===== config.mk =====
export PLATFORM = sky130hd
export DESIGN_NAME = adder_bist_ctrl_flat
export DESIGN_NICKNAME = d
export VERILOG_FILES = /design/src/rtl/adder_bist_pkg.sv /design/src/rtl/adder_bist_ctrl_if.sv /design/src/rtl/adder_bist_pipe.sv /design/src/rtl/adder_bist_ctrl.sv /design/src/flat_wrapper.sv
export SDC_FILE = /design/constraint.sdc
export NUM_CORES = 1
export LEC_CHECK = 0
export BUFFER_PORTS_ARGS = -buffer_cell sky130_fd_sc_hd__buf_2
export CAP_MARGIN = 20
export CORE_MARGIN = 2
export CORE_UTILIZATION = 30
export DETAILED_ROUTE_END_ITERATION = 12
export SLEW_MARGIN = 20
export SYNTH_ARGS = -nofsm -noshare
export SYNTH_HDL_FRONTEND = slang
export SYNTH_SLANG_ARGS = --single-unit

===== constraint.sdc =====
create_clock -name clk -period 4.4 [get_ports clk]
set_clock_uncertainty 0.15 [all_clocks]
set_input_delay 1.1 -clock clk [delete_from_list [all_inputs] [get_ports clk]]
set_output_delay 1.1 -clock clk [all_outputs]
set_load 0.03 [all_outputs]

===== src/rtl/adder_bist_pkg.sv =====
// Shared definitions for the exhaustive adder BIST controller.
// Contents:
//   bist_state_e   - controller FSM state encoding
//   DefWidth       - default operand width of the adder under test
//   DefLat         - default adder latency in cycles (0 = combinational)
package adder_bist_pkg;

  typedef enum logic [1:0] {
    StIdle,
    StRun,
    StDrain,
    StDone
  } bist_state_e;

  localparam int unsigned DefWidth = 8;
  localparam int unsigned DefLat   = 0;

endpackage


===== src/rtl/adder_bist_ctrl_if.sv =====
// Bus between the BIST controller and the adder under test.
// Signals:
//   dut_a, dut_b - operands driven to the adder (WIDTH bits each)
//   dut_o        - sum returned by the adder (WIDTH+1 bits)
// Modports:
//   master - controller side (drives operands, samples sum)
//   slave  - adder side (samples operands, drives sum)
interface adder_bist_ctrl_if
  import adder_bist_pkg::*;
#(
  parameter int unsigned WIDTH = DefWidth
);

  logic [WIDTH-1:0] dut_a;
  logic [WIDTH-1:0] dut_b;
  logic [WIDTH:0]   dut_o;

  modport master (
    output dut_a,
    output dut_b,
    input  dut_o
  );

  modport slave (
    input  dut_a,
    input  dut_b,
    output dut_o
  );

endinterface


===== src/rtl/adder_bist_pipe.sv =====
// LAT-deep delay line aligning each applied operand pair (and its expected sum) with the cycle
// in which the adder's result for that pair appears. LAT = 0 is a plain pass-through.
// Ports:
//   clk, rst           - clock, synchronous active-high reset (clears every slot)
//   in_valid/exp/a/b   - slot entering the line this cycle
//   out_valid/exp/a/b  - slot leaving the line, to be compared this cycle
module adder_bist_pipe
  import adder_bist_pkg::*;
#(
  parameter int unsigned WIDTH = DefWidth,
  parameter int unsigned LAT   = DefLat
) (
  input  logic             clk,
  input  logic             rst,
  input  logic             in_valid,
  input  logic [WIDTH:0]   in_exp,
  input  logic [WIDTH-1:0] in_a,
  input  logic [WIDTH-1:0] in_b,
  output logic             out_valid,
  output logic [WIDTH:0]   out_exp,
  output logic [WIDTH-1:0] out_a,
  output logic [WIDTH-1:0] out_b
);

  localparam int unsigned SlotW = 1 + (WIDTH + 1) + 2 * WIDTH;

  if (LAT == 0) begin : g_bypass
    logic unused_clk_rst;
    assign unused_clk_rst = clk ^ rst;

    assign out_valid = in_valid;
    assign out_exp   = in_exp;
    assign out_a     = in_a;
    assign out_b     = in_b;
  end else begin : g_delay
    logic [SlotW-1:0] slot_q [LAT];

    always_ff @(posedge clk) begin
      if (rst) begin
        for (int i = 0; i < LAT; i++) begin
          slot_q[i] <= '0;
        end
      end else begin
        slot_q[0] <= {in_valid, in_exp, in_a, in_b};
        for (int i = 1; i < LAT; i++) begin
          slot_q[i] <= slot_q[i-1];
        end
      end
    end

    assign {out_valid, out_exp, out_a, out_b} = slot_q[LAT-1];
  end

endmodule


===== src/rtl/adder_bist_ctrl.sv =====
// Exhaustive built-in self-test controller for an unsigned WIDTH-bit adder.
// On an accepted start it walks every (a, b) pair once, b as the inner loop, one pair per
// cycle, compares the adder's sum LAT cycles later against a + b, counts mismatches and
// records the first failing pair.
// Ports:
//   clk, rst         - clock, synchronous active-high reset
//   start            - one-cycle run request, accepted only in idle/done
//   bus (master)     - dut_a/dut_b registered operands out, dut_o sum in
//   busy             - run or drain in progress
//   done             - run finished; held until next accepted start or reset
//   pass             - done with zero mismatches
//   err_cnt          - mismatching pairs in the current/last run
//   first_err_valid  - first_err_* hold a captured mismatch
//   first_err_a/b/o  - operands and observed sum of the first mismatch
module adder_bist_ctrl
  import adder_bist_pkg::*;
#(
  parameter int unsigned WIDTH = DefWidth,
  parameter int unsigned LAT   = DefLat
) (
  input  logic               clk,
  input  logic               rst,
  input  logic               start,
  adder_bist_ctrl_if.master  bus,
  output logic               busy,
  output logic               done,
  output logic               pass,
  output logic [2*WIDTH:0]   err_cnt,
  output logic               first_err_valid,
  output logic [WIDTH-1:0]   first_err_a,
  output logic [WIDTH-1:0]   first_err_b,
  output logic [WIDTH:0]     first_err_o
);

  localparam int unsigned DrainW = (LAT > 1) ? $clog2(LAT) : 1;
  localparam logic [WIDTH-1:0] OpMax = '1;

  bist_state_e        state_q;
  logic [WIDTH-1:0]   a_q, b_q;
  logic               busy_q, done_q;
  logic [2*WIDTH:0]   err_cnt_q;
  logic               fe_valid_q;
  logic [WIDTH-1:0]   fe_a_q, fe_b_q;
  logic [WIDTH:0]     fe_o_q;
  logic [DrainW-1:0]  drain_q;

  logic               apply_valid;
  logic [WIDTH:0]     apply_exp;
  logic               chk_valid;
  logic [WIDTH:0]     chk_exp;
  logic [WIDTH-1:0]   chk_a, chk_b;
  logic               mismatch;
  logic               last_pair;
  logic               drain_last;

  // The pair held in a_q/b_q is the one being applied to the adder this cycle.
  assign apply_valid = (state_q == StRun);
  assign apply_exp   = {1'b0, a_q} + {1'b0, b_q};

  adder_bist_pipe #(
    .WIDTH (WIDTH),
    .LAT   (LAT)
  ) u_pipe (
    .clk       (clk),
    .rst       (rst),
    .in_valid  (apply_valid),
    .in_exp    (apply_exp),
    .in_a      (a_q),
    .in_b      (b_q),
    .out_valid (chk_valid),
    .out_exp   (chk_exp),
    .out_a     (chk_a),
    .out_b     (chk_b)
  );

  assign mismatch   = chk_valid && (bus.dut_o != chk_exp);
  assign last_pair  = (a_q == OpMax) && (b_q == OpMax);
  // Unreachable when LAT = 0; the cast only keeps the expression well-formed.
  assign drain_last = (drain_q == DrainW'(LAT - 1));

  always_ff @(posedge clk) begin
    if (rst) begin
      state_q    <= StIdle;
      a_q        <= '0;
      b_q        <= '0;
      busy_q     <= 1'b0;
      done_q     <= 1'b0;
      err_cnt_q  <= '0;
      fe_valid_q <= 1'b0;
      fe_a_q     <= '0;
      fe_b_q     <= '0;
      fe_o_q     <= '0;
      drain_q    <= '0;
    end else begin
      unique case (state_q)
        StIdle, StDone: begin
          if (start) begin
            state_q    <= StRun;
            a_q        <= '0;
            b_q        <= '0;
            busy_q     <= 1'b1;
            done_q     <= 1'b0;
            err_cnt_q  <= '0;
            fe_valid_q <= 1'b0;
            fe_a_q     <= '0;
            fe_b_q     <= '0;
            fe_o_q     <= '0;
          end
        end
        StRun: begin
          if (last_pair) begin
            // Operands stay on the last pair through drain and done.
            if (LAT == 0) begin
              state_q <= StDone;
              busy_q  <= 1'b0;
              done_q  <= 1'b1;
            end else begin
              state_q <= StDrain;
              drain_q <= '0;
            end
          end else begin
            b_q <= b_q + 1'b1;
            if (b_q == OpMax) begin
              a_q <= a_q + 1'b1;
            end
          end
        end
        StDrain: begin
          if (drain_last) begin
            state_q <= StDone;
            busy_q  <= 1'b0;
            done_q  <= 1'b1;
          end else begin
            drain_q <= drain_q + 1'b1;
          end
        end
        default: begin
          state_q <= StIdle;
        end
      endcase

      // The delay line is empty whenever a start can be accepted, so this never collides
      // with the clear above.
      if (mismatch) begin
        err_cnt_q <= err_cnt_q + 1'b1;
        if (!fe_valid_q) begin
          fe_valid_q <= 1'b1;
          fe_a_q     <= chk_a;
          fe_b_q     <= chk_b;
          fe_o_q     <= bus.dut_o;
        end
      end
    end
  end

  assign bus.dut_a       = a_q;
  assign bus.dut_b       = b_q;
  assign busy            = busy_q;
  assign done            = done_q;
  assign pass            = done_q && (err_cnt_q == '0);
  assign err_cnt         = err_cnt_q;
  assign first_err_valid = fe_valid_q;
  assign first_err_a     = fe_a_q;
  assign first_err_b     = fe_b_q;
  assign first_err_o     = fe_o_q;

endmodule


===== src/flat_wrapper.sv =====
// flat-port wrapper written by rule: the top's interface ports become plain ports
module adder_bist_ctrl_flat import adder_bist_pkg::*;
#(
  parameter int unsigned WIDTH = DefWidth,
  parameter int unsigned LAT   = DefLat
)
  (clk, rst, start, busy, done, pass, err_cnt, first_err_valid, first_err_a, first_err_b, first_err_o, bus_dut_a, bus_dut_b, bus_dut_o);
  adder_bist_ctrl_if #(.WIDTH(WIDTH)) bus_i ();
  input  logic clk;
  input  logic rst;
  input  logic start;
  output logic busy;
  output logic done;
  output logic pass;
  output logic [2*WIDTH:0] err_cnt;
  output logic first_err_valid;
  output logic [WIDTH-1:0] first_err_a;
  output logic [WIDTH-1:0] first_err_b;
  output logic [WIDTH:0] first_err_o;
  output wire logic [$bits(bus_i.dut_a)-1:0] bus_dut_a;
  output wire logic [$bits(bus_i.dut_b)-1:0] bus_dut_b;
  input wire logic [$bits(bus_i.dut_o)-1:0] bus_dut_o;
  assign bus_dut_a = bus_i.dut_a;
  assign bus_dut_b = bus_i.dut_b;
  assign bus_i.dut_o = bus_dut_o;
  adder_bist_ctrl #(.WIDTH(WIDTH), .LAT(LAT)) u_core (.clk(clk), .rst(rst), .start(start), .bus(bus_i), .busy(busy), .done(done), .pass(pass), .err_cnt(err_cnt), .first_err_valid(first_err_valid), .first_err_a(first_err_a), .first_err_b(first_err_b), .first_err_o(first_err_o));
endmodule

==> results.md, run 1 <==
* Seq cells post-synth at 63
* P_int at 1.102 mW
* Clk root buf: clkbuf_8
* Critical path type: reg2reg
* Buffers on Ports at 73
* PnR worst setup slack at 748.0 ps
* Crit path cell chain: ha_1 -> fa_1 -> xnor2_1 -> o211a_1 -> o2111ai_1 -> or4b_4 -> or3_4 -> nand3b_2 -> buf_12 -> mux2i_1
* Tcrit/Tclk final at 83.00%
* H-tree Lvls at 3
* Post-CTS Hold Buffers at 0
* CTS sink count at 63
* Relative slew slack at 58.50%
* Vias in the first global route at 2743
* Post-CTS resize count at 0
* ANT nets after route at 0
* DR pass1 iterations at 4
* Class of the worst hold path: reg2reg
* Commonest cells after routing, fill and taps aside: buf_2, nand2_1, dfxtp_1
* Drt total wl at 8362 um
* GPL Wtd Cong at 0.8778
* Layout area overhead at 20.62%
* Reported leakage power at 1.925 nW
* Max Root-Sink Buffers at 2
* Clock power frac at 28.8%
* Seq pwr share at 37.7%
* Maximum number of pins on one net before global-route repair at 31
* Worst slack at placement at 593.6 ps
* Final design utilization at 36.99%
* Combinational Power Share at 33.5%
* RSZ-0062 raised after global routing: no
* Reg2reg end: u_core.first_err_o[4]$_SDFF_PP0_
* Clk_lat worst skew at 350 ps
* Drt drc at 0
* Initial antenna violation count at 0
* Slowest-stage cell, CP: or4b_4
* Max cap viols at 0
* Slew Limit Fails at 0
* Drt via density at 4.945
* Sw frac at 36.93%
* Final nets at 479
* Starting Density at 30.67%
* Average wire per standard cell at 14.01 um
* Sum Neg Setup Slack at 0 ps
* PD cells at 435.7 mW/mm^2
* CTS tree: built
* I/O pin count at 74
* Crit start category: register
* DRT iter0 DRCs at 107
* Num CTS Buffers at 9
* Hold path depth at 2
* Reg2Reg Launch Point: u_core.bus.dut_b[0]$_SDFFE_PP0P_
* Reg clk slew, reported paths at 70 ps
* CP Capture Type: register
* Number of synthesized flops with an enable pin at 0
* Die height at 109.3 um
* Worst Hold Endpoint: u_core.first_err_a[1]$_SDFF_PP0_
* Rows at 38
* R2R setup slack at 750 ps
* Worst Max-Slew Pin Slew at 619.6 ps
* Setup violations, final at 0
* Dpl cell area at 0.003812 mm^2
* F_max at 273.8 MHz
* Synthesized area at 0.003324 mm^2
* Syn Nets at 404
* Hold path start: u_core.first_err_a[1]$_SDFF_PP0_
* Final Hold Viols at 0
* CP Data Required Time at 4530 ps
* Crit Path Max Fanout at 14
* Chip Width at 109.3 um
* Design Power at 1.747 mW
* Seq/Total Area, Yosys at 37.94%
* First-pass GRT wire length at 13410 um
* Die area at 0.01194 mm^2
* Share of layout cells above drive strength 1 at 22.76%
* FF-to-FF path depth at 10
* Post-CTS setup buffers at 0
* Predominant post-synthesis flop cell: dfxtp_1
* Mapped Cells at 377
* Outcome: finished, final reports clean
* Post-synthesis async set-or-reset flop share at 0%
* Syn. warnings at 0
* Design Area, Final at 0.004010 mm^2
* CP arrival at 3780 ps
* Overall Global Routing Usage at 14.60%
* Max IR drop VDD at 0.1582 mV
* Yosys cell types at 52
* DP HPWL at 6089 um
* GR Overflow Total at 0
* Commonest non-fill, non-tap cell in the layout: buf_2
* P_sw at 0.6454 mW
* Vias at 2952
* Min cycle time layout at 3652 ps
* Avg Inst Size Synth at 8.818 um^2
* Antenna Cells at 0
* Critical Path Max Stage Delay at 550 ps
* Core area at 0.01084 mm^2
-- area by class of cell --
type | count | area (um^2)
flip-flops and latches | 63 | 1261
clock buffers | 10 | 137.6
fillers | 1128 | 6830
inverters | 10 | 37.54
multi-input cells | 290 | 1923
clock inverters | 6 | 60.06
repair buffers | 78 | 415.4
well taps | 140 | 175.2
-- metrics by stage --
stage | instances | hold WS, ps
after global routing | 597 | 329.7
final | 597 | 305.3
after floorplan | 377 | 289.9
after CTS | 597 | 312.1
after detailed placement | 581 | 302.5
after global placement | 581 | 291.4
-- sequential cells by signal, summed over array words and instances (netlist names) --
register and flops:
u_core.err_cnt 17, u_core.first_err_o 9, u_core.bus.dut_a 8, u_core.bus.dut_b 8
u_core.first_err_a 8, u_core.first_err_b 8, u_core.busy 1, u_core.done 1
u_core.drain_last 1, u_core.first_err_valid 1, u_core.state_q 1
-- cells by family (layout without fill, tap and decap cells) --
| kind of cell | count (synthesis) | after routing | share of synthesized area (%) |
|---|---|---|---|
| xor gates and xnor gates | 20 | 20 | 5.269 |
| AOI/OAI and AO/OA | 59 | 59 | 13.51 |
| adders and majority gates | 15 | 15 | 5.871 |
| and+or+nand+nor | 168 | 168 | 24.58 |
| muxes | 28 | 28 | 8.506 |
| buffers and inverters | 24 | 104 | 4.328 |
| DFF | 63 | 63 | 37.94 |
-- routing by layer --
metal | vias up | share of wire [%] | track usage, %
met5 | - | 0 | 0
met4 | 0 | 1.5 | 4.973
met3 | 10 | 5.3 | 4.842
met2 | 63 | 49 | 24.00
met1 | 1392 | 45 | 17.90
li1 | 1487 | - | -
-- critical path: cells and delay by family (launching register included) --
kind | cells | cell delay (ps)
xor gates and xnor gates | 1 | 170
and+or+nand+nor | 3 | 1390
muxes | 1 | 200
AOI/OAI and AO/OA | 2 | 260
buffers and inverters | 1 | 230
DFF | 1 | 460
adders and majority gates | 2 | 710
-- how the worst max path moves through the flow --
| stage | from | to | depth (start not counted) |
|---|---|---|---|
| 6_report | u_core.bus.dut_b[0]$_SDFFE_PP0P_ | u_core.first_err_o[4]$_SDFF_PP0_ | 10 |
| 5_1_grt | u_core.bus.dut_b[0]$_SDFFE_PP0P_ | u_core.first_err_a[7]$_SDFF_PP0_ | 10 |
| 4_1_cts | u_core.bus.dut_b[0]$_SDFFE_PP0P_ | u_core.first_err_o[4]$_SDFF_PP0_ | 10 |
| 3_5_place_dp | bus_dut_o[5] | u_core.first_err_o[4]$_SDFF_PP0_ | 9 |
| 3_3_place_gp | bus_dut_o[5] | u_core.first_err_o[2]$_SDFF_PP0_ | 9 |
| 2_1_floorplan | u_core.bus.dut_a[0]$_SDFFE_PP0P_ | u_core.first_err_a[6]$_SDFF_PP0_ | 11 |
-- cells in the mapped netlist (all sizes together), types with 5 or more instances --
| master | count | area [um^2] |
|---|---|---|
| nor2 | 28 | 105.1 |
| mux2i | 26 | 260.3 |
| nand3 | 14 | 70.07 |
| nand2 | 71 | 266.5 |
| or3 | 6 | 42.54 |
| a221o | 12 | 120.1 |
| inv | 9 | 33.78 |
| xor2 | 13 | 113.9 |
| clkbuf | 6 | 22.52 |
| dfxtp | 63 | 1261 |
| nand2b | 5 | 31.28 |
| ha | 14 | 175.2 |
| nand4 | 10 | 62.56 |
| and3 | 13 | 81.33 |
| a21oi | 17 | 88.84 |
| xnor2 | 7 | 61.31 |
| o21ai | 9 | 45.04 |
| buf | 8 | 83.82 |
-- power by group through the flow --
stage | Clock, mW | Combinational, mW | Sequential [mW]
global route | 0.553 | 0.641 | 0.666
detailed placement | 0 | 0.590 | 0.671
finish | 0.504 | 0.585 | 0.658
CTS | 0.522 | 0.591 | 0.658
floorplan | 0 | 0.386 | 0.748
global placement | 0 | 0.585 | 0.670
(Power assumes the default switching activity.)
==> run 2, diff against run 1 <==
==> constraint.sdc (replaced) <==
create_clock -name clk -period 3 [get_ports clk]
set_clock_uncertainty 0.15 [all_clocks]
set_input_delay 0.75 -clock clk [delete_from_list [all_inputs] [get_ports clk]]
set_output_delay 0.75 -clock clk [all_outputs]
set_load 0.03 [all_outputs]
==> run 2 against run 1 <==
The flow now finishes with violations (negative setup slack). Register-to-register slack got worse by 850 ps. Worst setup slack got worse by 850 ps. Routed wire length rose by 4.7%. Sequential power grew 47%. Final cell count grew 3.9%. Global-route usage rose by 0.052 points. Non-clock buffer count increased by 23. Maximum frequency increased by 18%. Count of clock-buffer cells in the layout stayed put. Die area did not move. Worst hold slack about the same. Largest cell class unchanged.
==> results.md, run 2 (synthesis gave the netlist of run 1 again) <==
* Reg2reg end: u_core.err_cnt[2]$_SDFFE_PP0P_
* Drt via density at 4.974
* Setup violations, final at 41
* Antenna Cells at 0
* DR pass1 iterations at 4
* PnR worst setup slack at -97.62 ps
* Max cap viols at 0
* Class of the worst hold path: reg2reg
* Commonest cells after routing, fill and taps aside: buf_2, nand2_1, dfxtp_1
* Num CTS Buffers at 9
* Die height at 109.3 um
* Initial antenna violation count at 0
* ANT nets after route at 0
* Relative slew slack at 59.54%
* Die area at 0.01194 mm^2
* Worst slack at placement at -91.12 ps
* GPL Wtd Cong at 0.8818
* Starting Density at 30.67%
* R2R setup slack at -100 ps
* Hold path depth at 2
* Hold path start: u_core.first_err_b[4]$_SDFF_PP0_
* PD cells at 642.3 mW/mm^2
* Failing checks: negative setup slack
* Share of layout cells above drive strength 1 at 28.96%
* First-pass GRT wire length at 13500 um
* Final Hold Viols at 0
* Max Root-Sink Buffers at 2
* Overall Global Routing Usage at 14.66%
* FF-to-FF path depth at 9
* Reported leakage power at 2.078 nW
* DP HPWL at 6299 um
* Commonest non-fill, non-tap cell in the layout: buf_2
* CP arrival at 3180 ps
* H-tree Lvls at 3
* Min cycle time layout at 3098 ps
* Drt drc at 0
* Core area at 0.01084 mm^2
* Max IR drop VDD at 0.2275 mV
* GR Overflow Total at 0
* Final nets at 502
* Maximum number of pins on one net before global-route repair at 31
* Reg clk slew, reported paths at 70 ps
* Filler cells at 1115
* Clk root buf: clkbuf_8
* Critical path type: reg2reg
* Slew Limit Fails at 0
* Worst Max-Slew Pin Slew at 606.9 ps
* RSZ-0062 raised after global routing: yes
* Vias in the first global route at 2780
* Reg2Reg Launch Point: u_core.bus.dut_b[0]$_SDFFE_PP0P_
* Worst Hold Endpoint: u_core.first_err_b[4]$_SDFF_PP0_
* Average wire per standard cell at 14.12 um
* Tcrit/Tclk final at 103.3%
* Buffers on Ports at 73
* CP Capture Type: register
* I/O pin count at 74
* CTS tree: built
* Drt total wl at 8753 um
* DRT iter0 DRCs at 156
* Layout area overhead at 29.51%
* Rows at 38
* Crit start category: register
* F_max at 322.8 MHz
* CP Data Required Time at 3080 ps
* Chip Width at 109.3 um
* Vias at 3084
* Largest register FFs at 17
* Clk_lat worst skew at 350 ps
* Outcome: finished with violations
* Hold_ws at 305.4 ps
* Design Power at 2.765 mW
* CTS sink count at 63
* Crit Path Max Fanout at 30
-- run 2: changes by cell type in the layout (fill, tap and decap cells not counted), moves of 2 or more --
cell	previous run	this run
a21oi_2	2	4
dfxtp_4	0	2
dfxtp_1	63	59
dfxtp_2	0	2
a21oi_1	15	13
buf_4	4	23
buf_12	1	3
clkbuf_16	0	2
-- run 2: worst max path at each step --
stage | startpoint | endpoint | slack (ps)
floorplan | u_core.bus.dut_a[0]$_SDFFE_PP0P_ | u_core.first_err_a[6]$_SDFF_PP0_ | -20
global placement | bus_dut_o[5] | u_core.err_cnt[14]$_SDFFE_PP0P_ | -30
detailed placement | u_core.bus.dut_b[4]$_SDFFE_PP0P_ | u_core.err_cnt[13]$_SDFFE_PP0P_ | -90
CTS | u_core.bus.dut_b[0]$_SDFFE_PP0P_ | u_core.err_cnt[2]$_SDFFE_PP0P_ | -80
global route | u_core.bus.dut_b[0]$_SDFFE_PP0P_ | u_core.err_cnt[2]$_SDFFE_PP0P_ | -190
finish | u_core.bus.dut_b[0]$_SDFFE_PP0P_ | u_core.err_cnt[2]$_SDFFE_PP0P_ | -100
-- run 2: through the flow --
stage / util [%] / area, um^2 / instances / TNS (ps)
2_1_floorplan: - / 3359 / 377 / -339.2
3_3_place_gp: 37.14 / 4026 / 602 / -371.8
3_5_place_dp: 37.14 / 4026 / 602 / -1604
4_1_cts: 38.97 / 4224 / 618 / -1309
5_1_grt: 39.72 / 4305 / 620 / -6721
6_report: 39.72 / 4305 / 620 / -2647
-- run 2: area by class of cell --
| cell class | instances | area, um^2 | area share (%) |
|---|---|---|---|
| multi-input combinational | 290 | 1977 | 45.92 |
| sequential | 63 | 1271 | 29.53 |
| timing repair buffer | 101 | 648.1 | 15.05 |
| tap | 140 | 175.2 | 4.069 |
| clock buffer | 10 | 137.6 | 3.197 |
| clock inverter | 6 | 58.81 | 1.366 |
| inverter | 10 | 37.54 | 0.8718 |
-- run 2: layer usage --
metal | global-route usage (%) | share of wire [%]
met1 | 18.17 | 45
met2 | 23.56 | 48
met3 | 4.842 | 5.9
met4 | 5.606 | 1.6
met5 | 0 | 0
-- run 2: timing repair --
item	4_1_cts	5_1_grt
hold buffers	0	0
setup buffers	0	0
cloned	0	2
endpoints found under the setup margin	36	42
hold endpoints to repair	0	0
pin swaps	0	1
resized for setup	1	7
-- run 2: worst max-delay path, stage by stage, from the launching register on --
cell and delay, ps:
dfxtp_4 350, ha_4 150, fa_1 440, xnor2_1 170, o211a_1 180, o2111ai_2 120, or4b_4 510, o311a_4 440
and3b_1 210, a221o_1 260
-- run 2: power by group --
part	leakage [nW]	switching, mW	internal, mW
Sequential	0.512	0.0508	0.913
Combinational	1.46	0.610	0.441
Clock	0.102	0.348	0.402
